`src/rtl/dmem_arbiter.sv`:
```
// dmem_arbiter: round-robin owner of the single-ported data memory, core load/store (port 0) vs loader/DMA (port 1).
// Define DMEM_ARB_BURST_EN to let a locked owner hold the memory for up to BURST_MAX consecutive transfers.
module dmem_arbiter #(
    parameter int AW        = 32,
    parameter int DW        = 32,
    parameter int BURST_MAX = 4
) (
    input  logic          clk,
    input  logic          rst,
    input  logic          r0_req,
    input  logic [1:0]    r0_we,
    input  logic [2:0]    r0_re,
    input  logic [AW-1:0] r0_addr,
    input  logic [DW-1:0] r0_wdata,
    input  logic          r0_lock,
    output logic          r0_gnt,
    output logic [DW-1:0] r0_rdata,
    output logic          r0_rvalid,
    input  logic          r1_req,
    input  logic [1:0]    r1_we,
    input  logic [2:0]    r1_re,
    input  logic [AW-1:0] r1_addr,
    input  logic [DW-1:0] r1_wdata,
    input  logic          r1_lock,
    output logic          r1_gnt,
    output logic [DW-1:0] r1_rdata,
    output logic          r1_rvalid,
    output logic [AW-1:0] mem_a,
    output logic [DW-1:0] mem_wd,
    output logic [1:0]    mem_we,
    output logic [2:0]    mem_re,
    input  logic [DW-1:0] mem_rd
);
    typedef enum logic [1:0] {IDLE = 2'd0, OWN0 = 2'd1, OWN1 = 2'd2} own_t;

    own_t state, state_nx, owner_nx;
    logic last_p1, last_p1_nx;   // most recently served port was port 1
    logic xfer0, xfer1;

    assign r0_gnt = (state == OWN0);
    assign r1_gnt = (state == OWN1);
    assign xfer0  = r0_req && r0_gnt;
    assign xfer1  = r1_req && r1_gnt;

    // Stage p0: memory bus driven straight from the transferring port's payload
    always_comb begin
        mem_a  = '0;
        mem_wd = '0;
        mem_we = 2'b00;
        mem_re = 3'b000;
        if (xfer0) begin
            mem_a  = r0_addr;
            mem_wd = r0_wdata;
            mem_we = r0_we;
            mem_re = r0_re;
        end else if (xfer1) begin
            mem_a  = r1_addr;
            mem_wd = r1_wdata;
            mem_we = r1_we;
            mem_re = r1_re;
        end
    end

    // Round-robin decision sees the transfer happening at this same edge
    always_comb begin
        last_p1_nx = last_p1;
        state_nx   = IDLE;
        if (xfer0)
            last_p1_nx = 1'b0;
        else if (xfer1)
            last_p1_nx = 1'b1;
        case ({r1_req, r0_req})
            2'b01:   state_nx = OWN0;
            2'b10:   state_nx = OWN1;
            2'b11:   state_nx = last_p1_nx ? OWN0 : OWN1;
            default: state_nx = IDLE;
        endcase
    end

`ifdef DMEM_ARB_BURST_EN
    localparam int CW = $clog2(BURST_MAX + 1);

    logic [CW-1:0] burst_cnt, burst_cnt_nx, burst_inc;

    // A locked owner overrides round-robin until its run of locked transfers reaches BURST_MAX
    always_comb begin
        burst_inc    = (burst_cnt == CW'(BURST_MAX)) ? burst_cnt : burst_cnt + 1'b1;
        owner_nx     = state_nx;
        burst_cnt_nx = '0;
        if (xfer0 && r0_lock) begin
            if (burst_inc != CW'(BURST_MAX))
                owner_nx = OWN0;
            if (owner_nx == OWN0)
                burst_cnt_nx = burst_inc;
        end else if (xfer1 && r1_lock) begin
            if (burst_inc != CW'(BURST_MAX))
                owner_nx = OWN1;
            if (owner_nx == OWN1)
                burst_cnt_nx = burst_inc;
        end
    end
`else
    localparam int unused_burst_max = BURST_MAX;
    logic unused_lock;

    assign unused_lock = r0_lock ^ r1_lock;
    assign owner_nx    = state_nx;
`endif

    // Stage p1: owner state and registered read return
    always_ff @(posedge clk or negedge rst) begin
        if (!rst) begin
            state     <= IDLE;
            last_p1   <= 1'b1;
            r0_rvalid <= 1'b0;
            r1_rvalid <= 1'b0;
            r0_rdata  <= '0;
            r1_rdata  <= '0;
`ifdef DMEM_ARB_BURST_EN
            burst_cnt <= '0;
`endif
        end else begin
            state     <= owner_nx;
            last_p1   <= last_p1_nx;
            r0_rvalid <= xfer0 && (r0_re != 3'b000);
            r1_rvalid <= xfer1 && (r1_re != 3'b000);
            if (xfer0 && (r0_re != 3'b000))
                r0_rdata <= mem_rd;
            if (xfer1 && (r1_re != 3'b000))
                r1_rdata <= mem_rd;
`ifdef DMEM_ARB_BURST_EN
            burst_cnt <= burst_cnt_nx;
`endif
        end
    end

endmodule

```
`config.mk`:
```
export PLATFORM = sky130hd
export DESIGN_NAME = dmem_arbiter
export DESIGN_NICKNAME = d
export VERILOG_FILES = /design/src/rtl/dmem_arbiter.sv
export SDC_FILE = /design/constraint.sdc
export NUM_CORES = 1
export LEC_CHECK = 0
export BUFFER_PORTS_ARGS = -buffer_cell sky130_fd_sc_hd__clkbuf_2
export CAP_MARGIN = 0
export CORE_AREA = 2 2 120 122
export DETAILED_ROUTE_END_ITERATION = 12
export DIE_AREA = 0 0 122 124
export PLACE_DENSITY = 0.6
export SLEW_MARGIN = 20
export SYNTH_ARGS = -nofsm -noshare
export SYNTH_HDL_FRONTEND = slang
export SYNTH_SLANG_ARGS = --single-unit
```
`constraint.sdc`:
```
create_clock -name clk -period 2.65 [get_ports clk]
set_input_delay 0.1325 -clock clk [delete_from_list [all_inputs] [get_ports clk]]
set_output_delay 0.1325 -clock clk [all_outputs]
set_load 0.005 [all_outputs]
```
==> impl_metrics.json, run 1 <==
{
  "htreeDepth": 3,
  "die_w_um": 122,
  "critPathRequiredTime_ns": 2.52,
  "grt_overflow_total": 0,
  "numCtsBuffers": 9,
  "antenna_found_initial": 0,
  "top_layer": "met4",
  "hold_class": "in -> reg",
  "p_clk_share_pct": 29.6,
  "synth_area_per_cell_um2": 14.6,
  "rows": 43,
  "area_growth_pct": 57.8,
  "cpLargestDelayFamily": "buffers and inverters",
  "tightest_slew_ns": 0.675,
  "cts_sinks": 69,
  "cts_buffer_depth": 2,
  "setup_tns_ns": 0,
  "finalHoldViolations": 0,
  "drt_iter0_markers": 114,
  "syn_nets": 416,
  "path_buf_inv": 2,
  "place.gp.congestion": 0.971,
  "finalSetupViolations": 0,
  "diodes": 0,
  "grt.total_usage_pct": 18.5,
  "cp_max_fo": 70,
  "hold_ws_ns": 0.0231,
  "p_sw_share_pct": 27.8,
  "antenna_left": 0,
  "drive_gt1_share_pct": 73.0,
  "core-area_um2": 13700,
  "syn-instance-count": 240,
  "layout_common_cells": "clkbuf_2, a22o_1, dfrtp_1",
  "yosysSeqAreaShare_pct": 49.2,
  "rsz0062_at_grt": "false",
  "reg2reg_slack_ns": 0.80,
  "mostFrequentLayoutCell": "clkbuf_2",
  "wl_met1_um": 6130,
  "pin_count": 313,
  "finalCritPeriodShare_pct": 82.6,
  "pwr-share-comb_pct": 33.0,
  "initial_core_util_pct": 25.6,
  "power.internal_mw": 3.16,
  "netlist_area_um2": 3510,
  "first_pass_iters": 4,
  "ys_types": 17,
  "crit_path_cell_trace": "and3b_2, buf_4, a22o_1, clkbuf_2",
  "synth-seq-cells": 69,
  "final_max_slew_viol_count": 0,
  "dp_hpwl_um": 11800,
  "yosys_warnings": 0,
  "nets": 720,
  "critPathSlowestCell": "buf_4",
  "max-cap-violations": 0,
  "postCtsResizedCells": 0,
  "critPathMaxStageDelay_ns": 0.54,
  "dr_wl_met3_um": 1010,
  "wirelength_um": 14100,
  "drcViolationCount": 0,
  "tritoncts": "built",
  "io_buffers": 310,
  "yosys-top-cells-area": "dfrtp_1, mux2_4, a22o_1",
  "yosysTopAreaCell": "dfrtp_1",
  "path_class": "reg -> out",
  "ir_worst_vdd_v": 0.000284,
  "skew_ns": 0.00783,
  "vias_per_cell": 4.60,
  "slew_headroom_pct": 55.0,
  "via_count": 3356,
  "clock.fmax_mhz": 457,
  "cp-start-kind": "flip-flop",
  "grt_max_degree": 71,
  "grt_pass1_vias": 3391,
  "p_leak_nw": 3.05,
  "p_per_area_nw_per_um2": 790,
  "fin_crit_ns": 2.19,
  "critPathCaptureType": "output port",
  "yosys.area.top_type_share_pct": 48.4,
  "cts-root-buf": "clkbuf_16",
  "dieArea_um2": 15100,
  "switching_power_mw": 1.22,
  "critPathArrivalTime_ns": 2.06,
  "num-fill-cells": 1369,
  "clkTransAtPathRegs_ns": 0.05,
  "grt_pass1_wl_um": 20500,
  "worstSkewPairLatency_ns": 0.33,
  "outcome": "finished, final reports clean",
  "wire_per_inst_um": 19.4,
  "wl_met2_um": 6870,
  "fp.dieH_um": 124,
  "pwr-share-seq_pct": 37.4
}
[final timing paths]
| kind | cells past startpoint | from | endpoint |
|---|---|---|---|
| worst max register to register | 4 | state[0] | r1_rdata[0] |
| worst min-delay path | 2 | r0_req | state[1] |
| max in group asynchronous | 3 | rst | last_p1 |
| min in group asynchronous | 2 | rst | r1_rdata[13] |
| worst min register to register | 1 | r1_rdata[1] | r1_rdata[1] |
| worst max-delay path | 4 | state[1] | mem_wd[23] |
[Yosys cell counts]
master / number
a21oi_1: 1
a22o_1: 69
and3b_1: 2
buf_2: 1
buf_6: 9
clkbuf_1: 14
dfrtp_1: 68
dfstp_2: 1
inv_1: 1
mux2_2: 6
mux2_4: 58
nand2_1: 1
nor2_1: 3
nor2b_1: 2
o21a_1: 1
o21ai_0: 1
o31a_1: 2
[power by group through the flow]
stage          Sequential (mW)  Clock (mW)  Combinational, mW
2_1_floorplan             1.65           0              0.710
3_3_place_gp              1.63           0               1.44
3_5_place_dp              1.65           0               1.45
4_1_cts                   1.64        1.32               1.47
5_1_grt                   1.69        1.38               1.58
6_report                  1.64        1.30               1.45
[sequential cells by signal (all words and copies together) (netlist names)]
| name | count |
|---|---|
| r0_rdata | 32 |
| r0_rvalid | 1 |
| r1_rvalid | 1 |
| state | 2 |
| last_p1 | 1 |
| r1_rdata | 32 |
[stage by stage]
| step | setup WS [ns] | power (mW) | utilization (%) | area, um2 | std cells |
|---|---|---|---|---|---|
| 3_5_place_dp | 0.789 | 3.10 | 37.9 | 5210 | 712 |
| 5_1_grt | 0.378 | 4.65 | 40.4 | 5540 | 729 |
| 3_3_place_gp | 0.826 | 3.08 | 37.9 | 5210 | 712 |
| 6_report | 0.462 | 4.38 | 40.4 | 5540 | 729 |
| 4_1_cts | 0.475 | 4.43 | 40.4 | 5540 | 729 |
| 2_1_floorplan | 1.09 | 2.36 | - | 3510 | 240 |
[layout make-up]
cell class | count | area [um2] | share of cell area (%)
repair buffers | 317 | 1630 | 29.4
well taps | 180 | 225 | 4.06
flip-flops and latches | 69 | 1730 | 31.2
clock inverters | 7 | 103 | 1.85
multi-input cells | 146 | 1630 | 29.4
clock buffers | 9 | 225 | 4.06
inverters | 1 | 3.75 | 0.0677
[logic make-up (layout without fill, tap and decap cells)]
family | Yosys count | after routing | share of synthesized area [%]
compound gates | 74 | 74 | 18.2
flops | 69 | 69 | 49.2
mux | 64 | 64 | 26.7
buf+inv | 25 | 334 | 4.63
simple gates | 8 | 8 | 1.28
[per-layer routing]
metal,up-vias,global-route usage [%]
met4,0,4.31
met3,9,4.21
met1,1625,24.0
met5,-,0
li1,1528,-
met2,194,31.3
[timing repair]
action | in CTS | in global routing
hold buffers | 1 | 0
buffers inserted | 0 | 0
hold endpoints to repair | 20 | 0
Power figures use the tool's default switching activity.
==> run 2: changes to the inputs <==
--- a/config.mk
+++ b/config.mk
@@ -5,12 +5,13 @@
 export SDC_FILE = /design/constraint.sdc
 export NUM_CORES = 1
 export LEC_CHECK = 0
+export ABC_AREA = 1
 export BUFFER_PORTS_ARGS = -buffer_cell sky130_fd_sc_hd__clkbuf_2
 export CAP_MARGIN = 0
-export CORE_AREA = 2 2 120 122
+export CORE_AREA = 2 2 123 125
 export DETAILED_ROUTE_END_ITERATION = 12
-export DIE_AREA = 0 0 122 124
-export PLACE_DENSITY = 0.6
+export DIE_AREA = 0 0 125 127
+export PLACE_DENSITY = 0.61
 export SLEW_MARGIN = 20
 export SYNTH_ARGS = -nofsm -noshare
 export SYNTH_HDL_FRONTEND = slang
==> constraint.sdc (replaced) <==
create_clock -name clk -period 2 [get_ports clk]
set_input_delay 0.1 -clock clk [delete_from_list [all_inputs] [get_ports clk]]
set_output_delay 0.1 -clock clk [all_outputs]
set_load 0.005 [all_outputs]
==> run 2 against run 1 <==
Net effect:
- routed wire length down 0.77%
- global-route usage down 1.0 points
- clock power up 24%
- count of clock-buffer cells in the layout up 2
- non-clock buffer count up 5
- largest cell class unchanged
- largest power group unchanged
- register-to-register slack worse by 0.34 ns
- worst setup slack worse by 0.34 ns
- sequential power up 38%
- first-iteration DRC count down 5.3%
- synthesized cell count up 120%
==> impl_metrics.json, run 2 <==
{
  "outcome": "finished, final reports clean",
  "wire_per_inst_um": 13.8,
  "diodes": 0,
  "antenna_left": 0,
  "yosysSeqAreaShare_pct": 46.8,
  "finalSetupViolations": 0,
  "first_pass_iters": 4,
  "tritoncts": "built",
  "num-fill-cells": 1594,
  "ys_types": 19,
  "p_per_area_nw_per_um2": 1010,
  "skew_ns": 0.00385,
  "postLayoutCellArea_um2": 5720,
  "fin_crit_ns": 1.88,
  "fp.dieH_um": 127,
  "cts_buffer_depth": 2,
  "reg_top3": "r0_rdata: 32 flops, r1_rdata: 32 flops, state: 2 flops",
  "grt_max_degree": 53,
  "io_buffers": 310,
  "numCtsBuffers": 9,
  "netlist_area_um2": 3690,
  "grt_pass1_vias": 4210,
  "finalHoldViolations": 0,
  "max-cap-violations": 0,
  "drive_gt1_share_pct": 41.6,
  "ys.flop_type": "dfrtp_1",
  "cp_max_fo": 33,
  "area_growth_pct": 54.7,
  "p_leak_nw": 3.65,
  "drcViolationCount": 0,
  "initial_core_util_pct": 25.6,
  "ir_worst_vdd_v": 0.000403,
  "critPathArrivalTime_ns": 1.78,
  "nets": 1006,
  "grt_pass1_wl_um": 22000,
  "clkTransAtPathRegs_ns": 0.06,
  "synth-seq-cells": 69,
  "drt_iter0_markers": 108,
  "antenna_found_initial": 0,
  "setup_slack_ns": 0.120,
  "postCtsResizedCells": 0,
  "pin_count": 313,
  "placed_area_um2": 5390,
  "yosys-top-cells-count": "nand2_1, dfrtp_1, nand3_1, inv_1, buf_2",
  "via_count": 4386,
  "syn-instance-count": 529,
  "yosysMostFrequentCell": "nand2_1",
  "yosysTopAreaCell": "dfrtp_1",
  "clock.fmax_mhz": 532,
  "slew_headroom_pct": 69.2,
  "core-area_um2": 14400,
  "worstSkewPairLatency_ns": 0.33,
  "critPathMaxStageDelay_ns": 0.42,
  "htreeDepth": 3,
  "cp-start-kind": "flip-flop",
  "dp_cells": 1001,
  "grt_overflow_total": 0,
  "critPathCaptureType": "output port",
  "yosys-top-cells-area": "dfrtp_1, nand2_1, nand3_1",
  "synth_edf_count": 0,
  "dp_worst_setup_slack_ns": 0.432,
  "cts-root-buf": "clkbuf_16",
  "yosys_warnings": 0,
  "cts_hold_buffers": 2,
  "postCtsSetupBuffers": 0,
  "die_w_um": 125,
  "crit_path_frequent_cell": "nand2_1",
  "finalCritPeriodShare_pct": 94.0,
  "synth_area_per_cell_um2": 6.98,
  "hold_class": "in -> reg",
  "cts_sinks": 69,
  "wirelength_um": 14000,
  "rows": 44,
  "place.gp.congestion": 0.800,
  "syn_nets": 705,
  "vias_per_cell": 4.30,
  "dieArea_um2": 15900,
  "yosys.area.top_type_share_pct": 46.1,
  "layout_common_cells": "nand2_1, clkbuf_2, dfrtp_1",
  "async_flop_share_pct": 100,
  "dp_hpwl_um": 10800,
  "setup_tns_ns": 0,
  "tightest_slew_ns": 0.461,
  "path_class": "reg -> out",
  "grt.total_usage_pct": 17.4,
  "final_cell_count_no_fill": 1019,
  "mostFrequentLayoutCell": "nand2_1",
  "critPathSlowestCell": "dfrtp_1",
  "crit_path_cell_trace": "inv_2, nand3_4, inv_6, buf_4, nand2_1, nand2_1, clkbuf_2",
  "utilization_pct": 39.6,
  "rsz0062_at_grt": "false",
  "critPathRequiredTime_ns": 1.90,
  "final_max_slew_viol_count": 0
}
[run 2: changes by cell type in the layout (fill, tap and decap cells not counted), moves of 3 or more]
cell and change:
inv_6 -3, nor2_1 -3, nand3_1 +65, nand2_1 +334
inv_1 +13, o22ai_1 +3, mux2_4 -58, a22o_1 -69
mux2_2 -6, buf_4 +3
[run 2: report_power, final]
| part | switching (mW) | internal (mW) | leakage [nW] |
|---|---|---|---|
| Sequential | 0.303 | 1.96 | 0.860 |
| Combinational | 1.02 | 0.890 | 2.65 |
| Clock | 0.608 | 1.00 | 0.146 |
[run 2: per-stage QoR]
| stage | hold slack, ns | total power, mW |
|---|---|---|
| floorplan | -0.196 | 3.10 |
| global placement | 0.0819 | 4.21 |
| detailed placement | 0.0797 | 4.24 |
| CTS | 0.00136 | 5.88 |
| global route | 0.00732 | 6.24 |
| finish | 0.0131 | 5.78 |
[run 2: metal layers]
metal / vias to the layer above / share of wire [%] / track usage (%)
li1: 2234 / - / -
met1: 1919 / 39 / 19.7
met2: 211 / 51 / 32.1
met3: 22 / 7.4 / 3.77
met4: 0 / 2.4 / 6.80
met5: - / 0 / 0
[run 2: worst paths after layout]
path,startpoint,endpoint,slack [ns],cells past startpoint
worst max-delay path,state[1],mem_a[25],0.12,7
worst min-delay path,mem_rd[20],r0_rdata[20],0.01,3
worst max register to register,state[1],r0_rdata[23],0.46,6
worst min register to register,r0_rdata[15],r0_rdata[15],0.47,2
max in group asynchronous,rst,last_p1,1.10,3
min in group asynchronous,rst,r0_rdata[14],0.27,2
[run 2: cell families (layout without fill, tap and decap cells)]
| family | after synthesis | after routing | share of synthesized area [%] |
|---|---|---|---|
| AOI/OAI and AO/OA | 3 | 3 | 0.508 |
| buffers and inverters | 50 | 356 | 7.86 |
| DFF | 69 | 69 | 46.8 |
| and+or+nand+nor | 407 | 407 | 44.9 |
[run 2: final cells by class]
class	instances	area [um2]	share of cell area (%)
flip-flops and latches	69	1730	30.2
repair buffers	322	1700	29.7
multi-input cells	410	1680	29.4
clock buffers	11	243	4.25
well taps	184	230	4.03
inverters	18	75.1	1.31
clock inverters	5	60.1	1.05
[run 2: worst max-delay path: cells and delay by family (launching register included)]
| kind | cells | cell delay, ns |
|---|---|---|
| buffers and inverters | 4 | 0.72 |
| DFF | 1 | 0.42 |
| and+or+nand+nor | 3 | 0.29 |
